==> config.mk <==
export PLATFORM = sky130hd
export DESIGN_NAME = alu_req_arbiter_flat
export DESIGN_NICKNAME = d
export VERILOG_FILES = /design/src/rtl/alu_req_arbiter_pkg.sv /design/src/rtl/alu_req_arbiter_if.sv /design/src/rtl/ALU.sv /design/src/rtl/alu_rr_arb.sv /design/src/rtl/alu_req_arbiter.sv /design/src/flat_wrapper.sv
export SDC_FILE = /design/constraint.sdc
export NUM_CORES = 1
export LEC_CHECK = 0
export CAP_MARGIN = 40
export CORE_UTILIZATION = 50
export CTS_BUF_LIST = sky130_fd_sc_hd__clkbuf_2
export DETAILED_ROUTE_END_ITERATION = 8
export HOLD_SLACK_MARGIN = 0.03
export PLACE_DENSITY = 0.8
export SYNTH_ARGS = -nofsm -noshare
export SYNTH_HDL_FRONTEND = slang
export SYNTH_SLANG_ARGS = --single-unit
export TNS_END_PERCENT = 30
==> constraint.sdc <==
create_clock -name clk -period 6 [get_ports clk]
set_input_delay 0.6 -clock clk [delete_from_list [all_inputs] [get_ports clk]]
set_output_delay 0.6 -clock clk [all_outputs]
set_load 0.03 [all_outputs]
==> src/rtl/alu_req_arbiter_pkg.sv <==
`default_nettype none
// ============================================================================
// Module   : alu_arb_pkg
// Purpose  : Shared types and constants for the two-requester ALU arbiter.
// Revision : 1.0 - initial release
// ============================================================================
package alu_arb_pkg;

    localparam int NUM_REQ    = 2;
    localparam int DEF_WIDTH  = 8;
    localparam int DEF_OPCODE = 3;

    typedef enum logic [1:0] {
        ST_IDLE = 2'd0,
        ST_EXEC = 2'd1,
        ST_RESP = 2'd2
    } state_t;

endpackage
`default_nettype wire

==> src/rtl/alu_req_arbiter_if.sv <==
`default_nettype none
// ============================================================================
// Module   : alu_req_arbiter_if
// Purpose  : Request/response bundle between requesters and the ALU arbiter.
// Revision : 1.0 - initial release
// ============================================================================
interface alu_req_arbiter_if #(
    parameter int WIDTH  = 8,
    parameter int OPCODE = 3
);
    import alu_arb_pkg::*;

    logic [NUM_REQ-1:0] req_valid;
    logic [NUM_REQ-1:0] req_ready;
    logic [WIDTH-1:0]   req0_a;
    logic [WIDTH-1:0]   req0_b;
    logic [OPCODE-1:0]  req0_op;
    logic [WIDTH-1:0]   req1_a;
    logic [WIDTH-1:0]   req1_b;
    logic [OPCODE-1:0]  req1_op;
    logic               rsp_valid;
    logic               rsp_ready;
    logic               rsp_id;
    logic [WIDTH-1:0]   rsp_data;
    logic               rsp_carry;
    logic               rsp_zero;
    logic               rsp_slt;
    logic               rsp_err;

    modport master (
        output req_valid, req0_a, req0_b, req0_op, req1_a, req1_b, req1_op, rsp_ready,
        input  req_ready, rsp_valid, rsp_id, rsp_data, rsp_carry, rsp_zero, rsp_slt, rsp_err
    );

    modport slave (
        input  req_valid, req0_a, req0_b, req0_op, req1_a, req1_b, req1_op, rsp_ready,
        output req_ready, rsp_valid, rsp_id, rsp_data, rsp_carry, rsp_zero, rsp_slt, rsp_err
    );

endinterface
`default_nettype wire

==> src/rtl/ALU.sv <==
`default_nettype none
// ============================================================================
// Module   : ALU
// Purpose  : Combinational ALU core: add/sub/and/or/xor/slt/not with status flags.
// Revision : 1.0 - initial release
// ============================================================================
module ALU #(
    parameter int WIDTH  = 8,
    parameter int OPCODE = 3
) (
    input  wire logic [WIDTH-1:0]  a,
    input  wire logic [WIDTH-1:0]  b,
    input  wire logic [OPCODE-1:0] opcode,
    input  wire logic              valid_data,
    output logic      [WIDTH-1:0]  data_out,
    output logic                   carry_out,
    output logic                   zero_flag,
    output logic                   slt_flag,
    output logic                   valid_flag
);

    logic [WIDTH:0] w_sum;
    logic           w_slt;
    logic           w_valid_op;

    always_comb begin
        w_sum      = '0;
        w_valid_op = 1'b1;
        w_slt      = ($signed(a) < $signed(b));
        data_out   = '0;
        carry_out  = 1'b0;
        case (opcode)
            OPCODE'(0): begin
                w_sum     = {1'b0, a} + {1'b0, b};
                data_out  = w_sum[WIDTH-1:0];
                carry_out = w_sum[WIDTH];
            end
            // Carry on subtract is the borrow out.
            OPCODE'(1): begin
                w_sum     = {1'b0, a} - {1'b0, b};
                data_out  = w_sum[WIDTH-1:0];
                carry_out = w_sum[WIDTH];
            end
            OPCODE'(2): data_out = a & b;
            OPCODE'(3): data_out = a | b;
            OPCODE'(4): data_out = a ^ b;
            OPCODE'(5): data_out = {{(WIDTH-1){1'b0}}, w_slt};
            OPCODE'(6): data_out = ~a;
            default:    w_valid_op = 1'b0;
        endcase
        zero_flag  = (data_out == '0);
        slt_flag   = w_slt;
        valid_flag = valid_data & w_valid_op;
    end

endmodule
`default_nettype wire

==> src/rtl/alu_rr_arb.sv <==
`default_nettype none
// ============================================================================
// Module   : alu_rr_arb
// Purpose  : Two-input round-robin grant; the requester not granted last wins a tie.
// Revision : 1.0 - initial release
// ============================================================================
module alu_rr_arb
    import alu_arb_pkg::*;
(
    input  wire logic [NUM_REQ-1:0] req_valid,
    input  wire logic               last_grant,
    output logic      [NUM_REQ-1:0] grant,
    output logic                    grant_id
);

    always_comb begin
        grant    = '0;
        grant_id = 1'b0;
        if (&req_valid) begin
            grant_id = ~last_grant;
        end else begin
            grant_id = req_valid[1];
        end
        if (|req_valid) begin
            grant[grant_id] = 1'b1;
        end
    end

endmodule
`default_nettype wire

==> src/rtl/alu_req_arbiter.sv <==
`default_nettype none
// ============================================================================
// Module   : alu_req_arbiter
// Purpose  : Shares one ALU between two requesters: grant, execute, respond.
// Revision : 1.0 - initial release
// ============================================================================
module alu_req_arbiter
    import alu_arb_pkg::*;
#(
    parameter int WIDTH  = DEF_WIDTH,
    parameter int OPCODE = DEF_OPCODE
) (
    input  wire logic        clk,
    input  wire logic        rst_n,
    alu_req_arbiter_if.slave bus
);

    state_t             r_state;
    state_t             w_next_state;
    logic               r_last_grant;
    logic [WIDTH-1:0]   r_a;
    logic [WIDTH-1:0]   r_b;
    logic [OPCODE-1:0]  r_op;
    logic               r_id;
    logic               r_rsp_id;
    logic [WIDTH-1:0]   r_rsp_data;
    logic               r_rsp_carry;
    logic               r_rsp_zero;
    logic               r_rsp_slt;
    logic               r_rsp_err;

    logic [NUM_REQ-1:0] w_grant;
    logic               w_grant_id;
    logic [NUM_REQ-1:0] w_req_ready;
    logic               w_accept;
    logic               w_alu_valid;
    logic [WIDTH-1:0]   w_alu_data;
    logic               w_alu_carry;
    logic               w_alu_zero;
    logic               w_alu_slt;
    logic               w_alu_vflag;

    alu_rr_arb u_arb (
        .req_valid  (bus.req_valid),
        .last_grant (r_last_grant),
        .grant      (w_grant),
        .grant_id   (w_grant_id)
    );

    ALU #(
        .WIDTH  (WIDTH),
        .OPCODE (OPCODE)
    ) u_alu (
        .a          (r_a),
        .b          (r_b),
        .opcode     (r_op),
        .valid_data (w_alu_valid),
        .data_out   (w_alu_data),
        .carry_out  (w_alu_carry),
        .zero_flag  (w_alu_zero),
        .slt_flag   (w_alu_slt),
        .valid_flag (w_alu_vflag)
    );

    always_comb begin
        w_next_state = r_state;
        w_req_ready  = '0;
        w_alu_valid  = 1'b0;
        case (r_state)
            ST_IDLE: begin
                w_req_ready = w_grant;
                if (|(bus.req_valid & w_grant)) begin
                    w_next_state = ST_EXEC;
                end
            end
            ST_EXEC: begin
                w_alu_valid  = 1'b1;
                w_next_state = ST_RESP;
            end
            ST_RESP: begin
                if (bus.rsp_ready) begin
                    w_next_state = ST_IDLE;
                end
            end
            default: w_next_state = ST_IDLE;
        endcase
    end

    assign w_accept = (r_state == ST_IDLE) && (|(bus.req_valid & w_grant));

    always_ff @(posedge clk or negedge rst_n) begin
        if (!rst_n) begin
            r_state      <= ST_IDLE;
            r_last_grant <= 1'b1;
            r_a          <= '0;
            r_b          <= '0;
            r_op         <= '0;
            r_id         <= 1'b0;
            r_rsp_id     <= 1'b0;
            r_rsp_data   <= '0;
            r_rsp_carry  <= 1'b0;
            r_rsp_zero   <= 1'b0;
            r_rsp_slt    <= 1'b0;
            r_rsp_err    <= 1'b0;
        end else begin
            r_state <= w_next_state;
            if (w_accept) begin
                r_a  <= w_grant_id ? bus.req1_a  : bus.req0_a;
                r_b  <= w_grant_id ? bus.req1_b  : bus.req0_b;
                r_op <= w_grant_id ? bus.req1_op : bus.req0_op;
                r_id <= w_grant_id;
            end
            // Priority only moves once the operation has actually executed.
            if (r_state == ST_EXEC) begin
                r_last_grant <= r_id;
                r_rsp_id     <= r_id;
                r_rsp_data   <= w_alu_data;
                r_rsp_carry  <= w_alu_carry;
                r_rsp_zero   <= w_alu_zero;
                r_rsp_slt    <= w_alu_slt;
                r_rsp_err    <= ~w_alu_vflag;
            end
        end
    end

    assign bus.req_ready = w_req_ready;
    assign bus.rsp_valid = (r_state == ST_RESP);
    assign bus.rsp_id    = r_rsp_id;
    assign bus.rsp_data  = r_rsp_data;
    assign bus.rsp_carry = r_rsp_carry;
    assign bus.rsp_zero  = r_rsp_zero;
    assign bus.rsp_slt   = r_rsp_slt;
    assign bus.rsp_err   = r_rsp_err;

endmodule
`default_nettype wire

==> src/flat_wrapper.sv <==
// flat-port wrapper written by rule: the top's interface ports become plain ports
module alu_req_arbiter_flat import alu_arb_pkg::*;
#(
    parameter int WIDTH  = DEF_WIDTH,
    parameter int OPCODE = DEF_OPCODE
)
  (clk, rst_n, bus_req_valid, bus_req0_a, bus_req0_b, bus_req0_op, bus_req1_a, bus_req1_b, bus_req1_op, bus_rsp_ready, bus_req_ready, bus_rsp_valid, bus_rsp_id, bus_rsp_data, bus_rsp_carry, bus_rsp_zero, bus_rsp_slt, bus_rsp_err);
  alu_req_arbiter_if #(.WIDTH(WIDTH), .OPCODE(OPCODE)) bus_i ();
  input  wire logic clk;
  input  wire logic rst_n;
  input wire logic [$bits(bus_i.req_valid)-1:0] bus_req_valid;
  input wire logic [$bits(bus_i.req0_a)-1:0] bus_req0_a;
  input wire logic [$bits(bus_i.req0_b)-1:0] bus_req0_b;
  input wire logic [$bits(bus_i.req0_op)-1:0] bus_req0_op;
  input wire logic [$bits(bus_i.req1_a)-1:0] bus_req1_a;
  input wire logic [$bits(bus_i.req1_b)-1:0] bus_req1_b;
  input wire logic [$bits(bus_i.req1_op)-1:0] bus_req1_op;
  input wire logic [$bits(bus_i.rsp_ready)-1:0] bus_rsp_ready;
  output wire logic [$bits(bus_i.req_ready)-1:0] bus_req_ready;
  output wire logic [$bits(bus_i.rsp_valid)-1:0] bus_rsp_valid;
  output wire logic [$bits(bus_i.rsp_id)-1:0] bus_rsp_id;
  output wire logic [$bits(bus_i.rsp_data)-1:0] bus_rsp_data;
  output wire logic [$bits(bus_i.rsp_carry)-1:0] bus_rsp_carry;
  output wire logic [$bits(bus_i.rsp_zero)-1:0] bus_rsp_zero;
  output wire logic [$bits(bus_i.rsp_slt)-1:0] bus_rsp_slt;
  output wire logic [$bits(bus_i.rsp_err)-1:0] bus_rsp_err;
  assign bus_i.req_valid = bus_req_valid;
  assign bus_i.req0_a = bus_req0_a;
  assign bus_i.req0_b = bus_req0_b;
  assign bus_i.req0_op = bus_req0_op;
  assign bus_i.req1_a = bus_req1_a;
  assign bus_i.req1_b = bus_req1_b;
  assign bus_i.req1_op = bus_req1_op;
  assign bus_i.rsp_ready = bus_rsp_ready;
  assign bus_req_ready = bus_i.req_ready;
  assign bus_rsp_valid = bus_i.rsp_valid;
  assign bus_rsp_id = bus_i.rsp_id;
  assign bus_rsp_data = bus_i.rsp_data;
  assign bus_rsp_carry = bus_i.rsp_carry;
  assign bus_rsp_zero = bus_i.rsp_zero;
  assign bus_rsp_slt = bus_i.rsp_slt;
  assign bus_rsp_err = bus_i.rsp_err;
  alu_req_arbiter #(.WIDTH(WIDTH), .OPCODE(OPCODE)) u_core (.clk(clk), .rst_n(rst_n), .bus(bus_i));
endmodule
==> impl_metrics.env <==
export IMPL_status="finished, final reports clean"
export IMPL_worst_path_max_fanout=22
export IMPL_timing_rr_end="u_core.bus.rsp_zero"
export IMPL_arrival_ps=2470
export IMPL_io_buffers=58
export IMPL_initial_core_util_pct=52.0
export IMPL_leakage_uw=0.00161
export IMPL_slowest_delay_ps=710
export IMPL_power_switching_uw=1100
export IMPL_clk_pin_slew_ps=210
export IMPL_min_period_ps=3070
export IMPL_worst_slew_pin_slew_ps=797
export IMPL_postLayoutCellArea_sq_mm=0.00349
export IMPL_rsz0062_at_grt="false"
export IMPL_internal_power_uw=1030
export IMPL_grt_first_pass_wirelength_um=11800
export IMPL_cts_made_buffers=5
export IMPL_drc=0
export IMPL_grt_max_degree=37
export IMPL_worstSetupStartpoint="bus_req_valid[1]"
export IMPL_pin_count=59
export IMPL_diodes=0
export IMPL_grt_pass1_vias=2517
export IMPL_clk_path_buf_depth=2
export IMPL_wl_per_cell_um=15.3
export IMPL_die_y_um=77.7
export IMPL_syn_area_per_cell_sq_um=8.95
export IMPL_crit_chain="clkdlybuf4s50_1 -> o21ai_1 -> buf_4 -> a21oi_1 -> buf_4 -> clkdlybuf4s50_1"
export IMPL_p_clk_share_pct=5.6
export IMPL_p_comb_share_pct=70.4
export IMPL_crit_path_start_kind="input port"
export IMPL_swShare_pct=51.5
export IMPL_dp_cells=432
export IMPL_layout_drive_gt1_share_pct=7.88
export IMPL_final_setup_viol_count=0
export IMPL_dieArea_sq_mm=0.00603
export IMPL_finalMaxSlewViolations=0
export IMPL_wirelength_um=6720
export IMPL_rr_worst_depth=9
export IMPL_r2r_slack_ps=3250
export IMPL_finClkSkew_ps=19.9
export IMPL_busiest_layer="met2"
export IMPL_die_w_um=77.7
export IMPL_min_path_type="input port to async pin"
export IMPL_ff_latch_area_sq_um=902
export IMPL_synthTopCellsByArea="dfrtp_1 31%, ha_1 12%, a222oi_1 6.6%"
export IMPL_cts_sinks=36
export IMPL_post_cts_buffers=0
export IMPL_post_cts_resized=0
export IMPL_ys_seq_elements=36
export IMPL_synth_cell_types=64
export IMPL_dp_hpwl_um=5080
export IMPL_routed_via_count=2604
export IMPL_drtAntennaViolNets=0
export IMPL_cts_root_buf="clkbuf_2"
export IMPL_syn_area_sq_mm=0.00286
export IMPL_fmax_mhz=325
export IMPL_ys_warnings_count=0
export IMPL_final_setup_tns_ps=0
export IMPL_met1_usage_pct=32.1
export IMPL_reg2reg_from="u_core.r_a[0]"
export IMPL_grt_overflow_total=0
export IMPL_use_met3_pct=3.18
export IMPL_h_tree_depth=2
export IMPL_yosysTopAreaCellShare_pct=30.6
export IMPL_maxCapViolCount=0
export IMPL_clk_latency_ps=410
export IMPL_synth_top_cell_by_area="dfrtp_1"
export IMPL_final_util_pct=63.3
export IMPL_period_share_pct=51.2
export IMPL_multi_input_area_sq_mm=0.00168
export IMPL_core_sq_mm=0.00551
export IMPL_relSlewSlack_pct=46.9
export IMPL_nFillCells=489
export IMPL_synth_edff_count=0
export IMPL_hold_buffers=0
export IMPL_syn_inst=320
export IMPL_track_usage_pct=24.7
export IMPL_yosysSeqAreaShare_pct=31.5
export IMPL_async_flop_share_pct=100
export IMPL_seqPwrFrac_pct=24.1
export IMPL_drt_iter0_markers=235
export IMPL_synth_nets=392
export IMPL_cp_slowest_cell="clkdlybuf4s50_1"
export IMPL_final_nets=439
export IMPL_fin_cells=440
export IMPL_hold_viol=0
export IMPL_ir_drop_mv=0.244
export IMPL_via_per_inst=5.92
export IMPL_crit_end="bus_req_ready[0]"
export IMPL_power_density_mw_per_mm2=611
export IMPL_met2_usage_pct=42.9
export IMPL_synth_ff_type="dfrtp_1"
export IMPL_first_pass_iters=6
export IMPL_syn2layout_area_growth_pct=21.9
export IMPL_critPathKind="input port to primary output"
export IMPL_grt_antenna_before_repair=0
export IMPL_endpoint_kind="primary output"
export IMPL_dpl_instance_area_sq_mm=0.00345
export IMPL_cts_tree="done"
export IMPL_rows=27
export IMPL_cp_required_ps=5400
export IMPL_gp_congestion=0.900
-- per-stage QoR --
stage / worst slack, ps / hold slack (ps) / power, uW
6_report: 2930 / 238 / 2130
3_5_place_dp: 2940 / 464 / 2000
4_1_cts: 2930 / 252 / 2130
2_1_floorplan: 3530 / 304 / 1640
3_3_place_gp: 2960 / 456 / 1970
5_1_grt: 2830 / 261 / 2340
-- synthesized netlist by cell type, drive strengths merged (3+ instances only) --
cell type,n
a21o,7
a21oi,20
a222oi,19
and3,4
buf,9
clkbuf,13
dfrtp,35
ha,27
inv,43
mux2i,4
nand2,21
nand2b,6
nand3,7
nand4,3
nor2,12
nor2b,13
nor3,4
nor3b,3
o211ai,3
o21ai,19
o311ai,4
o31ai,3
-- cell type report --
cell class | instances | area share, %
clock buffers | 5 | 0.717
clock inverters | 3 | 0.502
inverters | 44 | 4.73
multi-input cells | 218 | 48.2
flip-flops and latches | 36 | 25.9
well taps | 72 | 2.58
repair buffers | 62 | 17.4
-- cells in the final DEF (no fill, tap or decap), drive strengths merged, types with 3 or more instances in the layout --
cell type | synthesis | final
nand3 | 7 | 7
clkbuf | 13 | 5
and3 | 4 | 4
o31ai | 3 | 3
o311ai | 4 | 4
clkdlybuf4s50 | 0 | 57
nor2 | 12 | 12
nand2 | 21 | 21
nand4 | 3 | 3
nor2b | 13 | 13
o211ai | 3 | 3
nor3 | 4 | 4
o21ai | 19 | 19
a21o | 7 | 7
ha | 27 | 27
dfrtp | 35 | 35
buf | 9 | 5
a21oi | 20 | 20
inv | 43 | 44
clkinv | 1 | 3
a222oi | 19 | 19
nor3b | 3 | 3
nand2b | 6 | 6
mux2i | 4 | 4
-- layer usage --
layer | share of wire [%] | vias to the layer above | routed length [um]
met5 | 0 | - | 0
met4 | 1.0 | 0 | 70
met3 | 7.1 | 4 | 476
met2 | 50 | 111 | 3330
met1 | 42 | 1234 | 2840
li1 | - | 1255 | -
-- flip-flops by register name, indices dropped and copies added, names as in the netlist --
name / flops
u_core.r_last_grant: 1
u_core.bus.rsp_zero: 1
u_core.r_id: 1
u_core.r_b: 8
u_core.r_state: 2
u_core.bus.rsp_data: 8
u_core.bus.rsp_slt: 1
u_core.r_op: 3
u_core.r_a: 8
u_core.bus.rsp_err: 1
u_core.bus.rsp_carry: 1
u_core.bus.rsp_id: 1
-- worst min-delay path by stage --
stage                   startpoint  depth (start not counted)                    to
2_1_floorplan                rst_n                          0  u_core.bus.rsp_carry
3_3_place_gp   u_core.r_last_grant                          2   u_core.r_last_grant
3_5_place_dp   u_core.r_last_grant                          2   u_core.r_last_grant
4_1_cts                      rst_n                          1         u_core.r_a[4]
5_1_grt                      rst_n                          1         u_core.r_a[4]
6_report                     rst_n                          1         u_core.r_a[4]
-- logic make-up (layout without fill, tap and decap cells) --
| group | count (synthesis) | in the layout | share of synthesized area, % |
|---|---|---|---|
| DFF | 36 | 36 | 31.5 |
| adders and majority gates | 29 | 29 | 13.2 |
| xor gates and xnor gates | 1 | 1 | 0.306 |
| and+or+nand+nor | 82 | 82 | 16.0 |
| AOI/OAI and AO/OA | 101 | 101 | 27.5 |
| buffers and inverters | 66 | 114 | 9.70 |
| muxes | 5 | 5 | 1.79 |
-- worst max-delay path, delay by kind of cell --
kind / cells / cell delay (ps)
buf+inv: 4 / 1670
compound gates: 2 / 210
-- power groups by stage --
| stage | Combinational, uW | Clock, uW | Sequential, uW |
|---|---|---|---|
| finish | 1500 | 119 | 513 |
| floorplan | 1110 | 0 | 536 |
| CTS | 1490 | 124 | 515 |
| detailed placement | 1480 | 0 | 521 |
| global placement | 1460 | 0 | 515 |
| global route | 1660 | 137 | 536 |
(Power assumes the default switching activity.)
